===== config.mk =====
export PLATFORM = sky130hd
export DESIGN_NAME = ex_mem_access_stage
export DESIGN_NICKNAME = d
export VERILOG_FILES = /design/src/rtl/cpu_pkg.sv /design/src/rtl/mem_wb_reg.sv /design/src/rtl/ex_mem_access_stage.sv
export SDC_FILE = /design/constraint.sdc
export NUM_CORES = 1
export LEC_CHECK = 0
export CORE_UTILIZATION = 42
export DETAILED_ROUTE_END_ITERATION = 8
export GPL_TIMING_DRIVEN = 1
export PLACE_DENSITY_LB_ADDON = 0.05
export SLEW_MARGIN = 20
export SYNTH_ARGS = -nofsm -noshare
export SYNTH_HDL_FRONTEND = slang
export SYNTH_SLANG_ARGS = --single-unit

===== constraint.sdc =====
create_clock -name clk -period 2.5 [get_ports clk]
set_input_delay 0.375 -clock clk [delete_from_list [all_inputs] [get_ports clk]]
set_output_delay 0.375 -clock clk [all_outputs]
set_load 0.02 [all_outputs]

===== src/rtl/cpu_pkg.sv =====
//------------------------------------------------------------------------------
// Module  : cpu_pkg
// Brief   : Shared MIPS core definitions: opcodes, stage states, widths.
// Rev     : 1.0 - initial release
//------------------------------------------------------------------------------
`default_nettype none

package cpu_pkg;

    localparam int c_data_w = 32;
    localparam int c_reg_w  = 5;

    localparam logic [5:0] c_op_rtype = 6'b000000;
    localparam logic [5:0] c_op_lw    = 6'b100011;
    localparam logic [5:0] c_op_sw    = 6'b101011;
    localparam logic [5:0] c_op_beq   = 6'b000100;
    localparam logic [5:0] c_op_bne   = 6'b000101;
    localparam logic [5:0] c_op_nop   = 6'b111111;

    typedef enum logic [0:0] {
        S_IDLE = 1'b0,
        S_WAIT = 1'b1
    } stage_state_t;

endpackage

`default_nettype wire


===== src/rtl/mem_wb_reg.sv =====
//------------------------------------------------------------------------------
// Module  : mem_wb_reg
// Brief   : MEM/WB pipeline register; loads on enable, otherwise inserts a bubble.
// Rev     : 1.0 - initial release
//------------------------------------------------------------------------------
`default_nettype none

module mem_wb_reg
    import cpu_pkg::*;
#(
    parameter int DATA_W = c_data_w,
    parameter int REG_W  = c_reg_w
) (
    input  logic              clk,
    input  logic              rst_n,
    input  logic              load,
    input  logic              nxt_valid,
    input  logic              nxt_reg_write,
    input  logic              nxt_mem_to_reg,
    input  logic [REG_W-1:0]  nxt_dest_reg,
    input  logic [DATA_W-1:0] nxt_alu_result,
    input  logic [DATA_W-1:0] nxt_load_data,
    output logic              wb_valid,
    output logic              wb_reg_write,
    output logic              wb_mem_to_reg,
    output logic [REG_W-1:0]  wb_dest_reg,
    output logic [DATA_W-1:0] wb_alu_result,
    output logic [DATA_W-1:0] wb_load_data
);

    always_ff @(posedge clk or negedge rst_n) begin
        if (!rst_n) begin
            wb_valid      <= 1'b0;
            wb_reg_write  <= 1'b0;
            wb_mem_to_reg <= 1'b0;
            wb_dest_reg   <= '0;
            wb_alu_result <= '0;
            wb_load_data  <= '0;
        end else if (load) begin
            wb_valid      <= nxt_valid;
            wb_reg_write  <= nxt_reg_write;
            wb_mem_to_reg <= nxt_mem_to_reg;
            wb_dest_reg   <= nxt_dest_reg;
            wb_alu_result <= nxt_alu_result;
            wb_load_data  <= nxt_load_data;
        end else begin
            // Bubble: only the qualifiers are cleared, data fields hold.
            wb_valid      <= 1'b0;
            wb_reg_write  <= 1'b0;
        end
    end

endmodule

`default_nettype wire


===== src/rtl/ex_mem_access_stage.sv =====
//------------------------------------------------------------------------------
// Module  : ex_mem_access_stage
// Brief   : EX/MEM register, branch resolve and data-memory handshake stage.
// Rev     : 1.0 - initial release
//------------------------------------------------------------------------------
`default_nettype none

module ex_mem_access_stage
    import cpu_pkg::*;
#(
    parameter int DATA_W  = c_data_w,
    parameter int REG_W   = c_reg_w,
    parameter int TIMEOUT = 16
) (
    input  logic              clk,
    input  logic              rst_n,
    input  logic              ex_valid,
    input  logic              ex_branch,
    input  logic              ex_bne,
    input  logic              ex_mem_read,
    input  logic              ex_mem_write,
    input  logic              ex_reg_write,
    input  logic              ex_mem_to_reg,
    input  logic              ex_zero,
    input  logic [DATA_W-1:0] ex_alu_result,
    input  logic [DATA_W-1:0] ex_store_data,
    input  logic [DATA_W-1:0] ex_branch_target,
    input  logic [REG_W-1:0]  ex_dest_reg,
    input  logic              flush,
    output logic              dmem_req,
    output logic              dmem_we,
    output logic [DATA_W-1:0] dmem_addr,
    output logic [DATA_W-1:0] dmem_wdata,
    input  logic [DATA_W-1:0] dmem_rdata,
    input  logic              dmem_ack,
    output logic              stall_out,
    output logic              pc_src,
    output logic [DATA_W-1:0] branch_target,
    output logic              wb_valid,
    output logic              wb_reg_write,
    output logic              wb_mem_to_reg,
    output logic [REG_W-1:0]  wb_dest_reg,
    output logic [DATA_W-1:0] wb_alu_result,
    output logic [DATA_W-1:0] wb_load_data,
    output logic              mem_err
);

    localparam int              CNT_W  = (TIMEOUT > 2) ? $clog2(TIMEOUT) : 1;
    localparam logic [CNT_W-1:0] c_last = CNT_W'(TIMEOUT - 1);

    stage_state_t      r_state;
    stage_state_t      w_state_nxt;
    logic [CNT_W-1:0]  r_wait_cnt;
    logic [CNT_W-1:0]  w_wait_cnt_nxt;
    logic              r_mem_err;

    logic              r_mem_valid;
    logic              r_branch;
    logic              r_bne;
    logic              r_mem_read;
    logic              r_mem_write;
    logic              r_reg_write;
    logic              r_mem_to_reg;
    logic              r_zero;
    logic [DATA_W-1:0] r_alu_result;
    logic [DATA_W-1:0] r_store_data;
    logic [DATA_W-1:0] r_branch_target;
    logic [REG_W-1:0]  r_dest_reg;

    logic              w_in_wait;
    logic              w_stall;
    logic              w_ex_valid;
    logic              w_cap_mem;
    logic              w_timeout;
    logic              w_ack_done;
    logic              w_wb_load;
    logic [DATA_W-1:0] w_load_data;

    assign w_in_wait  = (r_state == S_WAIT);
    assign w_stall    = w_in_wait & ~dmem_ack;
    assign w_ex_valid = ex_valid & ~flush;
    assign w_cap_mem  = w_ex_valid & (ex_mem_read | ex_mem_write);
    assign w_ack_done = w_in_wait & dmem_ack;
    // Ack on the final wait cycle takes priority over the abort.
    assign w_timeout  = w_stall & (r_wait_cnt == c_last);

    always_ff @(posedge clk or negedge rst_n) begin
        if (!rst_n) begin
            r_state    <= S_IDLE;
            r_wait_cnt <= '0;
            r_mem_err  <= 1'b0;
        end else begin
            r_state    <= w_state_nxt;
            r_wait_cnt <= w_wait_cnt_nxt;
            if (w_timeout) begin
                r_mem_err <= 1'b1;
            end
        end
    end

    always_comb begin
        w_state_nxt    = r_state;
        w_wait_cnt_nxt = r_wait_cnt;
        case (r_state)
            S_IDLE: begin
                w_wait_cnt_nxt = '0;
                w_state_nxt    = w_cap_mem ? S_WAIT : S_IDLE;
            end
            S_WAIT: begin
                if (dmem_ack) begin
                    // Back-to-back memory ops re-enter the wait directly.
                    w_wait_cnt_nxt = '0;
                    w_state_nxt    = w_cap_mem ? S_WAIT : S_IDLE;
                end else if (w_timeout) begin
                    w_wait_cnt_nxt = '0;
                    w_state_nxt    = S_IDLE;
                end else begin
                    w_wait_cnt_nxt = r_wait_cnt + CNT_W'(1);
                end
            end
            default: begin
                w_wait_cnt_nxt = '0;
                w_state_nxt    = S_IDLE;
            end
        endcase
    end

    always_ff @(posedge clk or negedge rst_n) begin
        if (!rst_n) begin
            r_mem_valid     <= 1'b0;
            r_branch        <= 1'b0;
            r_bne           <= 1'b0;
            r_mem_read      <= 1'b0;
            r_mem_write     <= 1'b0;
            r_reg_write     <= 1'b0;
            r_mem_to_reg    <= 1'b0;
            r_zero          <= 1'b0;
            r_alu_result    <= '0;
            r_store_data    <= '0;
            r_branch_target <= '0;
            r_dest_reg      <= '0;
        end else if (!w_stall) begin
            r_mem_valid     <= w_ex_valid;
            r_branch        <= ex_branch;
            r_bne           <= ex_bne;
            r_mem_read      <= ex_mem_read;
            r_mem_write     <= ex_mem_write;
            r_reg_write     <= ex_reg_write;
            r_mem_to_reg    <= ex_mem_to_reg;
            r_zero          <= ex_zero;
            r_alu_result    <= ex_alu_result;
            r_store_data    <= ex_store_data;
            r_branch_target <= ex_branch_target;
            r_dest_reg      <= ex_dest_reg;
        end
    end

    // In S_IDLE a resident memory op has already been retired (by abort), so
    // only non-memory instructions retire from there.
    assign w_wb_load   = w_ack_done | w_timeout |
                         (~w_in_wait & r_mem_valid & ~(r_mem_read | r_mem_write));
    assign w_load_data = (w_ack_done & r_mem_read) ? dmem_rdata : '0;

    mem_wb_reg #(
        .DATA_W (DATA_W),
        .REG_W  (REG_W)
    ) u_mem_wb_reg (
        .clk            (clk),
        .rst_n          (rst_n),
        .load           (w_wb_load),
        .nxt_valid      (r_mem_valid),
        .nxt_reg_write  (r_reg_write & ~w_timeout),
        .nxt_mem_to_reg (r_mem_to_reg),
        .nxt_dest_reg   (r_dest_reg),
        .nxt_alu_result (r_alu_result),
        .nxt_load_data  (w_load_data),
        .wb_valid       (wb_valid),
        .wb_reg_write   (wb_reg_write),
        .wb_mem_to_reg  (wb_mem_to_reg),
        .wb_dest_reg    (wb_dest_reg),
        .wb_alu_result  (wb_alu_result),
        .wb_load_data   (wb_load_data)
    );

    assign dmem_req      = w_in_wait;
    assign dmem_we       = w_in_wait & r_mem_write;
    assign dmem_addr     = r_alu_result;
    assign dmem_wdata    = r_store_data;
    assign stall_out     = w_stall;
    assign pc_src        = r_mem_valid & r_branch & (r_zero ^ r_bne);
    assign branch_target = r_branch_target;
    assign mem_err       = r_mem_err;

endmodule

`default_nettype wire

* Word level (Yosys, flattened, before mapping)
Index checks and enable logic that the tools add are counted.
Widths: inputs -> output; s select.
** Operators by class
- $add $sub $neg :: 1
- Muxes and demuxes :: 10
- Bitwise logic cells :: 22
- Equal/unequal tests :: 1
** Operators with widths (count)
- $mux 32 :: 1
- $and 1x1->1 :: 12
- $mux 4 :: 2
- $pmux 4 s2 :: 1
- $mux 1 :: 5
- $not 1->1 :: 5
- $add 4x1->4 const B :: 1
- $eq 4x4->1 const B :: 1
- $or 1x1->1 :: 4
- $pmux 1 s2 :: 1
- $xor 1x1->1 :: 1
** Word-level totals
- Register bits after elaboration :: 187

* Longest topological paths before layout
- Word-level depth :: 6
- Mapped depth :: 7
- Mapped depth without buffers :: 4

* Hierarchy
A second synthesis with hierarchy kept.
** Second synthesis, totals
- Cell total of the unflattened synthesis :: 675
- Area total of the unflattened synthesis :: 7646.1 um^2
** Modules (own cells, without submodules)
- ex_mem_access_stage :: instances 1, sequential area each 2877.8 um^2, cells an instance 523, area an instance 4642.0 um^2
- mem_wb_reg :: instances 1, sequential area each 1801.7 um^2, cells an instance 152, area an instance 3004.1 um^2

* Worst setup path before layout
OpenSTA, ideal clock, no wires.
- Path type :: register -> register
- Start point :: reg r_wait_cnt[0]
- End point :: reg u_mem_wb_reg.wb_alu_result[19]
- Cell stages (with the launch flop) :: 7
- Setup slack :: 621 ps
- Buffers on the path :: 2
- Data arrival time :: 1754 ps
- Cells stage by stage :: dfrtp_1 ha_1 and3_1 a211oi_2 buf_6 buf_8 mux2_4
** Between the ends
- Word-level cells in the longest chain between the ends :: 4
** RTL lines
- from (decl) :: line ex_mem_access_stage.sv:53 : logic [CNT_W-1:0] r_wait_cnt;
- from (signal assigned) :: line ex_mem_access_stage.sv:94 : r_wait_cnt <= w_wait_cnt_nxt;
- $eq 4x4->1 :: line ex_mem_access_stage.sv:85 : assign w_timeout = w_stall & (r_wait_cnt == c_last);
- $and 1x1->1 :: line ex_mem_access_stage.sv:85
- $or 1x1->1 (2 in series) :: line ex_mem_access_stage.sv:160 : assign w_wb_load = w_ack_done | w_timeout |
- to (signal assigned) :: line mem_wb_reg.sv:44 : wb_alu_result <= nxt_alu_result;
- to (decl) :: line mem_wb_reg.sv:27 : output logic [DATA_W-1:0] wb_alu_result,
Every way passes these cells.
A chain may end at the register's enable or synchronous reset.

* Worst setup path after layout
- Start point :: reg r_bne
- End point :: out pc_src
** Between the ends
- Word-level cells in the longest chain between the ends :: 2
** RTL lines
- from (decl) :: line ex_mem_access_stage.sv:59 : logic r_bne;
- from (signal assigned) :: line ex_mem_access_stage.sv:145 : r_bne <= ex_bne;
- $xor 1x1->1 :: line ex_mem_access_stage.sv:190 : assign pc_src = r_mem_valid & r_branch & (r_zero ^ r_bne);
- $and 1x1->1 :: line ex_mem_access_stage.sv:190
- to (decl) :: line ex_mem_access_stage.sv:37 : output logic pc_src,
Every way passes these cells.

==> summary.txt <==
status = finished, final reports clean
final core utilization = 68.4%
crit path capture type = primary output
# DRC = 0
cts bufs inserted = 17
# Max-Cap Violations = 0
Total Wirelength = 19200 um
synthesized area = 0.00701 mm^2
fin crit period = 2160 ps
Pint = 6.44 mW
area share of fa/ha/maj cells after synthesis = 0.178%
Ys Warns = 0
fmax = 462 MHz
Reg2Reg Depth = 5
Final Power = 9.03 mW
Initial DRC Count = 255
DP HPWL = 13400 um
1st-pass router iterations = 4
Crit Path Class = reg -> out
CP delay by family, top = buffers and inverters
skew final = 13.3 ps
r2r setup slk = 440 ps
Sw Share = 28.6%
crit share post-route = 86.5%
Compound-Gate Fraction of Synth Area = 5.01%
Synth Instances = 645
final hold vios = 0
full die area = 0.0172 mm^2
Least-Margin Pin Slew = 844 ps
Critical Path Slowest Stage Cell = clkdlybuf4s50_1
gr usage total = 23.3%
Synth cell types = 28
Finished Cell Area = 0.0110 mm^2
routed wire length per instance = 16.2 um
main combinational cell family by area after synthesis = simple AND/OR/NAND/NOR gates
post-synth net total = 791
vias per cell = 4.80
Final GP Congestion = 0.847
Clock Latency Late Sink = 430 ps
reg2reg end = u_mem_wb_reg.wb_dest_reg[0]
vias in the first global route = 5969
Starting Density = 43.5%
slowest cell delay on critical path = 630 ps
Final Max Slew Viols = 0
largest net degree at the start of global routing = 113
RSZ-0062 raised after global routing = false
Crit path required time = 2120 ps
most common cell after layout, fill and taps aside = nand2_1
post-synthesis register bit count = 187
Lkg Pwr = 5.21 nW
share of cells above drive strength 1 = 8.48%
Place WS = 204 ps
Rows = 46
setup TNS = 0 ps
# port buffers = 317
Hold/Removal Path Class = in -> async
IO Count = 318
most frequent cells in the layout = nand2_1, clkdlybuf4s50_1, dfrtp_1
Syn-to-layout area delta = 57.3%
Critical Path, Cell by Cell = xor2_1 -> and3_1 -> clkdlybuf4s50_1
reg2reg start = r_wait_cnt[0]
CP max FO = 2
core footprint = 0.0161 mm^2
first-pass GRT wire length = 31300 um
Worst setup SP type = register
TritonCTS clock tree = done
Post-CTS Resized = 0
worst setup margin = 337 ps
nets = 1100
Clock transition at path regs = 70 ps
Seq pwr share = 41.6%
register area share after synthesis = 66.7%
clk root buf = clkbuf_16
VDD IR max = 0.547 mV
Post-DP Area = 0.0104 mm^2
placed instance count = 1150
initial antenna violation count = 1
post-route antenna net violation count = 0
mux contribution to synthesized area = 6.53%
Die Ht = 131 um
Pwr Density = 818 mW/mm^2
clock tree buffer depth = 2
clock sink count = 187
Net Sw Power = 2.58 mW
Synth Area in Simple Gates = 18.7%
# setup viols final = 0
WHS = 441 ps
Mean Syn Cell Area = 10.9 um^2
proportion of power drawn by the clock network = 30.7%
WP data arrival = 1790 ps
CTS HTree Levels = 4
overflow left after global routing = 0
XOR/XNOR Fraction of Synth Area = 0.250%
Comb power frac = 27.7%
Worst slew margin = 43.7%
Buf/Inv on CP = 1
Die W = 131 um
Vias = 5680
Layout Cells excl Fill = 1184
worst max path at each step:
stage | start | endpoint | slack [ps] | cells after the start
after floorplan | r_wait_cnt[0] | u_mem_wb_reg.wb_alu_result[19] | 620 | 6
after global placement | dmem_ack | r_zero | 270 | 5
after detailed placement | dmem_ack | branch_target[0] | 200 | 5
after CTS | r_bne | pc_src | 300 | 3
after global routing | r_bne | pc_src | 270 | 3
final | r_bne | pc_src | 340 | 3
power by group through the flow:
stage | registers [mW] | clock network, mW | logic (mW)
after CTS | 3.75 | 2.85 | 2.54
final | 3.75 | 2.77 | 2.50
after floorplan | 4.34 | 0 | 0.575
after detailed placement | 3.81 | 0 | 2.52
after global placement | 3.78 | 0 | 2.49
after global routing | 3.81 | 2.96 | 2.65
synthesized netlist by cell type:
cell type	count	share of area, %
and3_1	3	0.27
a22o_1	32	4.0
a311oi_1	1	0.12
dfrtp_1	187	67
a211o_1	1	0.12
a211oi_2	1	0.18
nand2b_1	2	0.18
buf_2	7	0.50
nor4b_2	1	0.21
xor2_1	1	0.12
nor3_1	2	0.14
a31oi_1	1	0.089
nor2_1	2	0.11
o21a_1	1	0.11
buf_4	5	0.54
clkbuf_1	22	1.2
buf_8	1	0.21
nand2_1	325	17
mux2_4	8	1.7
and2_1	4	0.36
a21o_1	2	0.21
mux2_2	30	4.8
inv_2	1	0.053
o21ai_0	1	0.071
ha_1	1	0.18
o21bai_1	1	0.11
xnor2_1	1	0.12
buf_6	1	0.16
cell families after synthesis:
logic type / Yosys count
buffers and inverters: 37
xor gates and xnor gates: 2
muxes: 38
adders and majority gates: 1
AOI/OAI and AO/OA: 41
DFF: 187
and+or+nand+nor: 339
per-layer routing:
layer	up-vias	routed length, um	GRT usage [%]
met2	224	9490	38.9
met3	34	1780	10.0
met5	-	0	0
li1	2671	-	-
met1	2751	7440	26.1
met4	0	513	9.41
final cells by class:
cell class,instances,area [um^2]
Antenna cell,1,2.50
Timing Repair Buffer,326,3300
Sequential cell,187,4680
Clock inverter,11,140
Tap cell,216,270
Clock buffer,21,470
Fill cell,1228,5090
Multi-Input combinational cell,421,2160
Inverter,1,5.00
repair_timing:
item | CTS | global route
endpoints found under the setup margin | 0 | 0
setup buffers | 0 | 0
endpoints found under the hold margin | 43 | 0
hold buffers | 1 | 0
(Power assumes the default switching activity.)
